[src/rtl/micro_sequencer_if.sv]
// Control bundle between micro_sequencer and the datapath: instruction/status in, control lines out.
interface micro_sequencer_if #(
  parameter int ALU_OP_W = 5
);
  logic [31:0]         IR;
  logic                CON;
  logic                MemReady;
  logic [9:0]          reg_in;
  logic [7:0]          bus_out;
  logic [5:0]          gsel;
  logic                Read;
  logic                Write;
  logic                IncPC;
  logic [ALU_OP_W-1:0] alu_op;

  modport master (
    input  IR, CON, MemReady,
    output reg_in, bus_out, gsel, Read, Write, IncPC, alu_op
  );

  modport slave (
    output IR, CON, MemReady,
    input  reg_in, bus_out, gsel, Read, Write, IncPC, alu_op
  );
endinterface

[src/rtl/micro_sequencer.sv]
// Hardwired fetch/decode/execute sequencer: a Moore FSM stepping T0..T7 per instruction,
// with memory-wait handshaking, timeout fault and run/halt control.
module micro_sequencer #(
  parameter int OPC_W       = 5,
  parameter int ALU_OP_W    = 5,
  parameter int MEM_TIMEOUT = 15
) (
  input  logic              Clock,
  input  logic              Clear,
  input  logic              Run,
  micro_sequencer_if.master dp,
  output logic [3:0]        step,
  output logic              halted,
  output logic              fault
);

  typedef enum logic [3:0] {
    S_T0 = 4'd0, S_T1 = 4'd1, S_T2 = 4'd2, S_T3 = 4'd3,
    S_T4 = 4'd4, S_T5 = 4'd5, S_T6 = 4'd6, S_T7 = 4'd7,
    S_IDLE = 4'd8, S_HALT = 4'd9
  } state_t;

  typedef enum logic [3:0] {
    C_NOP, C_ALU, C_MULDIV, C_IMM, C_LD, C_ST, C_BR, C_OUT, C_IN, C_HALT
  } iclass_t;

  localparam logic [OPC_W-1:0] OP_LD   = OPC_W'(5'b00000);
  localparam logic [OPC_W-1:0] OP_ST   = OPC_W'(5'b00010);
  localparam logic [OPC_W-1:0] OP_ADD  = OPC_W'(5'b00011);
  localparam logic [OPC_W-1:0] OP_SHL  = OPC_W'(5'b01011);
  localparam logic [OPC_W-1:0] OP_ADDI = OPC_W'(5'b01100);
  localparam logic [OPC_W-1:0] OP_ANDI = OPC_W'(5'b01101);
  localparam logic [OPC_W-1:0] OP_ORI  = OPC_W'(5'b01110);
  localparam logic [OPC_W-1:0] OP_DIV  = OPC_W'(5'b01111);
  localparam logic [OPC_W-1:0] OP_MUL  = OPC_W'(5'b10000);
  localparam logic [OPC_W-1:0] OP_BR   = OPC_W'(5'b10011);
  localparam logic [OPC_W-1:0] OP_IN   = OPC_W'(5'b10110);
  localparam logic [OPC_W-1:0] OP_OUT  = OPC_W'(5'b10111);
  localparam logic [OPC_W-1:0] OP_HALT = OPC_W'(5'b11011);

  localparam logic [ALU_OP_W-1:0] ALU_ADD      = ALU_OP_W'(5'b00011);
  localparam logic [7:0]          TIMEOUT_LAST = 8'(MEM_TIMEOUT - 1);

  // reg_in / bus_out / gsel bit positions
  localparam int HI_IN = 0, LO_IN = 1, PC_IN = 2, MDR_IN = 3, Z_IN = 4;
  localparam int Y_IN = 5, MAR_IN = 6, IR_IN = 7, CON_IN = 8, OUTP_IN = 9;
  localparam int HI_O = 0, LO_O = 1, ZHI_O = 2, ZLO_O = 3, PC_O = 4;
  localparam int MDR_O = 5, INP_O = 6, C_O = 7;
  localparam int GRA = 0, GRB = 1, GRC = 2, RIN = 3, ROUT = 4, BAOUT = 5;

  state_t              state, state_nx, adv;
  iclass_t             iclass;
  logic [7:0]          wait_cnt, wait_cnt_nx;
  logic                fault_q, fault_nx;
  logic                done, mem_wait;
  logic [OPC_W-1:0]    opc;
  logic [9:0]          reg_in;
  logic [7:0]          bus_out;
  logic [5:0]          gsel;
  logic                rd, wr, inc_pc;
  logic [ALU_OP_W-1:0] alu_op;
  logic                unused_ir_bits;

  assign opc            = dp.IR[31 -: OPC_W];
  assign unused_ir_bits = ^dp.IR[31-OPC_W:0];

  always_comb begin
    if (opc inside {[OP_ADD:OP_SHL]})               iclass = C_ALU;
    else if (opc == OP_MUL || opc == OP_DIV)        iclass = C_MULDIV;
    else if (opc inside {OP_ADDI, OP_ANDI, OP_ORI}) iclass = C_IMM;
    else if (opc == OP_LD)                          iclass = C_LD;
    else if (opc == OP_ST)                          iclass = C_ST;
    else if (opc == OP_BR)                          iclass = C_BR;
    else if (opc == OP_OUT)                         iclass = C_OUT;
    else if (opc == OP_IN)                          iclass = C_IN;
    else if (opc == OP_HALT)                        iclass = C_HALT;
    else                                            iclass = C_NOP;
  end

  // nop and halt resolve at the end of T2, so the opcode must already be visible on IR there.
  always_comb begin
    // NOTE: every always_comb output gets a default first so no path can infer a latch.
    adv      = state;
    done     = 1'b0;
    mem_wait = 1'b0;
    case (state)
      S_IDLE: adv = Run ? S_T0 : S_IDLE;
      S_T0:   adv = S_T1;
      S_T1:   begin mem_wait = 1'b1; adv = S_T2; end
      S_T2: begin
        if (iclass == C_NOP)       done = 1'b1;
        else if (iclass == C_HALT) adv  = S_HALT;
        else                       adv  = S_T3;
      end
      S_T3: if (iclass inside {C_OUT, C_IN}) done = 1'b1; else adv = S_T4;
      S_T4: adv = S_T5;
      S_T5: if (iclass inside {C_ALU, C_IMM}) done = 1'b1; else adv = S_T6;
      S_T6: begin
        if (iclass == C_LD)      begin mem_wait = 1'b1; adv = S_T7; end
        else if (iclass == C_ST) adv = S_T7;
        else                     done = 1'b1;
      end
      S_T7: begin mem_wait = (iclass == C_ST); done = 1'b1; end
      S_HALT: adv = S_HALT;
      default: adv = S_IDLE;
    endcase
    if (done) adv = Run ? S_T0 : S_IDLE;

    // The wait counter is cleared whenever the state changes, i.e. on entry to any wait state.
    state_nx    = adv;
    wait_cnt_nx = '0;
    fault_nx    = fault_q;
    if (mem_wait && !dp.MemReady) begin
      if (wait_cnt == TIMEOUT_LAST) begin
        state_nx = S_HALT;
        fault_nx = 1'b1;
      end else begin
        state_nx    = state;
        wait_cnt_nx = wait_cnt + 8'd1;
      end
    end
  end

  always_ff @(posedge Clock or posedge Clear) begin
    // NOTE: sequential state uses non-blocking assignments so every register samples pre-edge values.
    if (Clear) begin
      state    <= S_IDLE;
      wait_cnt <= '0;
      fault_q  <= 1'b0;
    end else begin
      state    <= state_nx;
      wait_cnt <= wait_cnt_nx;
      fault_q  <= fault_nx;
    end
  end

  // Controls decode from the state register plus the live IR/CON, so Clear zeroes them at once.
  always_comb begin
    reg_in  = '0;
    bus_out = '0;
    gsel    = '0;
    rd      = 1'b0;
    wr      = 1'b0;
    inc_pc  = 1'b0;
    alu_op  = '0;
    case (state)
      S_T0: begin
        bus_out[PC_O] = 1'b1; reg_in[MAR_IN] = 1'b1; reg_in[Z_IN] = 1'b1;
        inc_pc = 1'b1; alu_op = ALU_ADD;
      end
      S_T1: begin
        bus_out[ZLO_O] = 1'b1; reg_in[PC_IN] = 1'b1; reg_in[MDR_IN] = 1'b1; rd = 1'b1;
      end
      S_T2: begin bus_out[MDR_O] = 1'b1; reg_in[IR_IN] = 1'b1; end
      S_T3: begin
        case (iclass)
          C_ALU, C_MULDIV, C_IMM: begin gsel[GRB] = 1'b1; gsel[ROUT] = 1'b1; reg_in[Y_IN] = 1'b1; end
          C_LD, C_ST:             begin gsel[GRB] = 1'b1; gsel[BAOUT] = 1'b1; reg_in[Y_IN] = 1'b1; end
          C_BR:  begin gsel[GRA] = 1'b1; gsel[ROUT] = 1'b1; reg_in[CON_IN] = 1'b1; end
          C_OUT: begin gsel[GRA] = 1'b1; gsel[ROUT] = 1'b1; reg_in[OUTP_IN] = 1'b1; end
          C_IN:  begin bus_out[INP_O] = 1'b1; gsel[GRA] = 1'b1; gsel[RIN] = 1'b1; end
          default: ;
        endcase
      end
      S_T4: begin
        case (iclass)
          C_ALU, C_MULDIV: begin
            gsel[GRC] = 1'b1; gsel[ROUT] = 1'b1; reg_in[Z_IN] = 1'b1; alu_op = ALU_OP_W'(opc);
          end
          C_IMM:      begin bus_out[C_O] = 1'b1; reg_in[Z_IN] = 1'b1; alu_op = ALU_OP_W'(opc); end
          C_LD, C_ST: begin bus_out[C_O] = 1'b1; reg_in[Z_IN] = 1'b1; alu_op = ALU_ADD; end
          C_BR:       begin bus_out[PC_O] = 1'b1; reg_in[Y_IN] = 1'b1; end
          default: ;
        endcase
      end
      S_T5: begin
        case (iclass)
          C_ALU, C_IMM: begin bus_out[ZLO_O] = 1'b1; gsel[GRA] = 1'b1; gsel[RIN] = 1'b1; end
          C_MULDIV:     begin bus_out[ZLO_O] = 1'b1; reg_in[LO_IN] = 1'b1; end
          C_LD, C_ST:   begin bus_out[ZLO_O] = 1'b1; reg_in[MAR_IN] = 1'b1; end
          C_BR:         begin bus_out[C_O] = 1'b1; reg_in[Z_IN] = 1'b1; alu_op = ALU_ADD; end
          default: ;
        endcase
      end
      S_T6: begin
        case (iclass)
          C_MULDIV: begin bus_out[ZHI_O] = 1'b1; reg_in[HI_IN] = 1'b1; end
          C_LD:     begin rd = 1'b1; reg_in[MDR_IN] = 1'b1; end
          C_ST:     begin gsel[GRA] = 1'b1; gsel[ROUT] = 1'b1; reg_in[MDR_IN] = 1'b1; end
          C_BR: if (dp.CON) begin bus_out[ZLO_O] = 1'b1; reg_in[PC_IN] = 1'b1; end
          default: ;
        endcase
      end
      S_T7: begin
        if (iclass == C_LD) begin
          bus_out[MDR_O] = 1'b1; gsel[GRA] = 1'b1; gsel[RIN] = 1'b1;
        end else if (iclass == C_ST) begin
          wr = 1'b1;
        end
      end
      default: ;
    endcase
  end

  assign dp.reg_in  = reg_in;
  assign dp.bus_out = bus_out;
  assign dp.gsel    = gsel;
  assign dp.Read    = rd;
  assign dp.Write   = wr;
  assign dp.IncPC   = inc_pc;
  assign dp.alu_op  = alu_op;

  assign step   = (state == S_IDLE || state == S_HALT) ? 4'd0 : 4'(state);
  assign halted = (state == S_HALT);
  assign fault  = fault_q;

endmodule

[src/flat_wrapper.sv]
// flat-port wrapper written by rule: the top's interface ports become plain ports
module micro_sequencer_flat 
#(
  parameter int OPC_W       = 5,
  parameter int ALU_OP_W    = 5,
  parameter int MEM_TIMEOUT = 15
)
  (Clock, Clear, Run, step, halted, fault, dp_IR, dp_CON, dp_MemReady, dp_reg_in, dp_bus_out, dp_gsel, dp_Read, dp_Write, dp_IncPC, dp_alu_op);
  micro_sequencer_if #(.ALU_OP_W(ALU_OP_W)) dp_i ();
  input  logic Clock;
  input  logic Clear;
  input  logic Run;
  output logic [3:0] step;
  output logic halted;
  output logic fault;
  input wire logic [$bits(dp_i.IR)-1:0] dp_IR;
  input wire logic [$bits(dp_i.CON)-1:0] dp_CON;
  input wire logic [$bits(dp_i.MemReady)-1:0] dp_MemReady;
  output wire logic [$bits(dp_i.reg_in)-1:0] dp_reg_in;
  output wire logic [$bits(dp_i.bus_out)-1:0] dp_bus_out;
  output wire logic [$bits(dp_i.gsel)-1:0] dp_gsel;
  output wire logic [$bits(dp_i.Read)-1:0] dp_Read;
  output wire logic [$bits(dp_i.Write)-1:0] dp_Write;
  output wire logic [$bits(dp_i.IncPC)-1:0] dp_IncPC;
  output wire logic [$bits(dp_i.alu_op)-1:0] dp_alu_op;
  assign dp_i.IR = dp_IR;
  assign dp_i.CON = dp_CON;
  assign dp_i.MemReady = dp_MemReady;
  assign dp_reg_in = dp_i.reg_in;
  assign dp_bus_out = dp_i.bus_out;
  assign dp_gsel = dp_i.gsel;
  assign dp_Read = dp_i.Read;
  assign dp_Write = dp_i.Write;
  assign dp_IncPC = dp_i.IncPC;
  assign dp_alu_op = dp_i.alu_op;
  micro_sequencer #(.OPC_W(OPC_W), .ALU_OP_W(ALU_OP_W), .MEM_TIMEOUT(MEM_TIMEOUT)) u_core (.Clock(Clock), .Clear(Clear), .Run(Run), .dp(dp_i), .step(step), .halted(halted), .fault(fault));
endmodule
[config.mk]
export PLATFORM = sky130hd
export DESIGN_NAME = micro_sequencer_flat
export DESIGN_NICKNAME = d
export VERILOG_FILES = /design/src/rtl/micro_sequencer_if.sv /design/src/rtl/micro_sequencer.sv /design/src/flat_wrapper.sv
export SDC_FILE = /design/constraint.sdc
export NUM_CORES = 1
export LEC_CHECK = 0
export CAP_MARGIN = 20
export CELL_PAD_IN_SITES_DETAIL_PLACEMENT = 0
export CELL_PAD_IN_SITES_GLOBAL_PLACEMENT = 1
export CORE_MARGIN = 5
export CORE_UTILIZATION = 30
export CTS_CLUSTER_DIAMETER = 200
export CTS_CLUSTER_SIZE = 12
export DETAILED_ROUTE_END_ITERATION = 10
export PLACE_DENSITY = 0.85
export SYNTH_ARGS = -nofsm -noshare
export SYNTH_HDL_FRONTEND = slang
export SYNTH_SLANG_ARGS = --single-unit
[constraint.sdc]
create_clock -name Clock -period 4.68 [get_ports Clock]
set_clock_uncertainty 0.15 [all_clocks]
set_input_delay 0.702 -clock Clock [delete_from_list [all_inputs] [get_ports Clock]]
set_output_delay 0.702 -clock Clock [all_outputs]
set_load 0.03 [all_outputs]
==> results by group <==
Critical path
  • WS Path Type: in -> out
  • Critical Path Slowest Stage Cell: clkdlybuf4s50_1
  • CP arrival: 3.15 ns
  • Worst reg2reg path depth: 6
  • Max incr delay on CP: 0.73 ns
  • CP delay by family, top: buffers and inverters
  • Stages on worst setup path: 7
  • CP max FO: 9
  • CP startpoint kind: input port
  • Most numerous cell on the critical path: clkdlybuf4s50_1
  • Critical path buffer and inverter count: 3
  • CP Cell Sequence: clkdlybuf4s50_1, buf_4, nor2_1, nand3_1, a21boi_0, nor3_1, clkdlybuf4s50_1
  • Critical Path Sink Type: output port
  • Data required, critical path: 3.83 ns

Floorplanning
  • Initial core utilization: 0.310
  • Chip Width: 79.8 um
  • Die Ht: 79.8 um
  • Die Area: 6370 um2
  • Core area: 4720 um2
  • Core Rows: 25
  • Number of I/O pins: 75

Route
  • Initial DRC Count: 131
  • WL per Instance: 14.1 um
  • Total wire length: 4120 um
  • ANT nets after route: 0
  • Avg Vias per Cell: 5.12
  • DRC Markers: 0
  • Drt first pass iters: 4
  • Via count: 1,496

CTS
  • Post-CTS Hold Fix Bufs: 0
  • CTS Sinks: 13
  • Post-cts resize count: 0
  • CTS buffer count: 3
  • Clk buf depth: 2
  • Post-CTS Setup Inserts: 0
  • Clock Latency Late Sink: 0.25 ns
  • CTS root buffer: clkbuf_8
  • Clock transition at path regs: 0.06 ns
  • # H-tree levels: 1
  • CTS tree: built

Yosys
  • Commonest cells post-synth: 31 x nor2_1, 13 x a21oi_1, 12 x dfrtp_1, 12 x nand2_1, 10 x o21ai_0
  • Asr flop ratio synth: 1.00
  • Synth Cell Area: 1460 um2
  • Unique cell type count in the Yosys netlist: 52
  • Synthesized flop and latch total: 13
  • Synth top area cells: dfrtp_1 21%, nor2_1 8.0%, a21oi_1 4.4%
  • Synth top area share: 0.205
  • Syn Inst Count: 186
  • Ys flop type: dfrtp_1
  • Post-synth EDFFs: 0
  • Synth Warn #: 0
  • Cell taking the most area after synthesis: dfrtp_1
  • Synthesized area per cell: 7.86 um2
  • Sequential share of the synthesized area: 0.223
  • Count leader, synth: nor2_1

Power
  • PwrDens: 468 nW/um2
  • Lkg Pwr: 0.724 nW
  • VDD IR max: 122 uV
  • P_sw: 0.479 mW
  • Switching share of power: 0.516
  • Clock share of power: 0.112
  • Logic pwr share: 0.672
  • Flop pwr share: 0.216
  • Int Pwr: 0.449 mW

STA
  • Endpoints failing hold: 0
  • RSZ-0062 raised after global routing: false
  • Final worst path period share: 0.855
  • TNS Setup: 0 ns
  • Crit path time final: 4.00 ns
  • Worst-margin pin slew: 0.700 ns
  • Max-slew headroom: 0.534
  • Max Clock Freq: 250 MHz
  • Final setup viols: 0
  • PnR worst setup slack: 0.679 ns
  • Max Transition Viols Final: 0

Global route
  • First-pass GRT wire length: 7060 um
  • Vias in the first global route: 1,435
  • Largest net degree at the start of global routing: 20
  • Total track usage: 0.136
  • GRT overflow: 0
  • Initial antenna violation count: 0

Layout
  • P&R area growth vs syn: 35.5%
  • Finished Core Util: 0.420
  • Share of cells above drive strength 1: 0.111
  • Post-route design area: 1980 um2
  • Final Net Count: 265
  • Diodes inserted: 0

Worst hold path
  • Worst Hold Class: reg -> reg
  • WHS Path Cells: 1

Place
  • Final HPWL DP: 3220 um
  • Buffers added on ports: 45
  • GPL Wtd Cong: 0.865
  • Post-Place Cell Area: 1940 um2
  • Dpl ws: 0.674 ns

Run
  • Max_cap viols: 0

Run status
  • Outcome: complete, no violations
[metal layers]
layer / global-route usage / vias to the layer above / wire length (um)
li1: - / 750 / -
met4: 0.0490 / 0 / 72
met3: 0.0226 / 7 / 218
met2: 0.210 / 49 / 1920
met1: 0.190 / 690 / 1900
met5: 0 / - / 0
[registers in the layout (all words and copies together) (netlist names)]
name / cells
u_core.fault: 1
u_core.wait_cnt: 8
u_core.state: 4
[path summary, 6_finish.rpt]
path,startpoint,to,slack [ns]
worst max register to register,u_core.state[3],u_core.state[3],2.39
worst min-delay path,u_core.fault,u_core.fault,0.34
worst max-delay path,dp_IR[30],dp_bus_out[2],0.68
min in group asynchronous,Clear,u_core.wait_cnt[1],0.62
worst min register to register,u_core.fault,u_core.fault,0.34
max in group asynchronous,Clear,u_core.state[3],3.42
[worst reg2reg max path: stages (launching register included)]
cell and delay (ns):
dfstp_2 0.71, nand4bb_1 0.18, buf_4 0.22, nor4_4 0.08
nor4_4 0.45, nor4b_4 0.27, o31a_1 0.17
[power by group through the flow]
| stage | registers [mW] | logic (mW) | clock network (mW) |
|---|---|---|---|
| final | 0.200 | 0.623 | 0.104 |
| after global routing | 0.208 | 0.665 | 0.113 |
| after CTS | 0.197 | 0.626 | 0.106 |
| after detailed placement | 0.200 | 0.625 | 0 |
| after global placement | 0.200 | 0.623 | 0 |
| after floorplan | 0.153 | 0.457 | 0 |
[logic make-up (layout without fill, tap and decap cells)]
kind of cell,after synthesis,count (layout),share of synthesized area
AO/OA/AOI/OAI,43,43,0.201
XOR/XNOR,5,5,0.0299
adder cells (fa/ha/maj),2,2,0.0171
buffers and inverters,22,60,0.0873
flip-flops,13,13,0.223
other,1,2,0.00256
AND/OR/NAND/NOR,100,100,0.439
[cells in the final DEF (no fill, tap or decap), types with 2 or more instances in the layout]
cell type / instances
a211oi_1: 2
a21boi_0: 2
a21oi_1: 13
and2_1: 4
and3_1: 3
buf_4: 6
clkbuf_8: 3
clkdlybuf4s50_1: 45
conb_1: 2
dfrtp_1: 12
ha_1: 2
inv_1: 5
nand2_1: 12
nand2b_1: 5
nand3_1: 6
nand3b_1: 2
nand4_1: 6
nand4b_1: 2
nor2_1: 31
nor2b_1: 2
nor3_1: 5
nor4_1: 2
nor4_4: 3
nor4b_4: 2
o21ai_0: 10
o21ai_1: 2
o21bai_1: 2
o221ai_1: 3
or2_2: 2
or3_1: 4
xor2_1: 4
[stage by stage]
| stage | power (mW) | hold WS (ns) | instances |
|---|---|---|---|
| floorplan | 0.610 | 0.324 | 187 |
| global placement | 0.822 | 0.335 | 288 |
| detailed placement | 0.825 | 0.342 | 288 |
| CTS | 0.930 | 0.355 | 292 |
| global route | 0.985 | 0.385 | 292 |
| finish | 0.928 | 0.344 | 292 |
[area by class of cell]
class	instances	area (um2)
Sequential cell	13	327
Timing Repair Buffer	51	495
Multi-Input combinational cell	152	1010
Tap cell	67	83.8
Inverter	5	18.8
Clock buffer	4	45.0
Fill cell	472	2740
No activity file was read; power rests on OpenSTA's default activity.
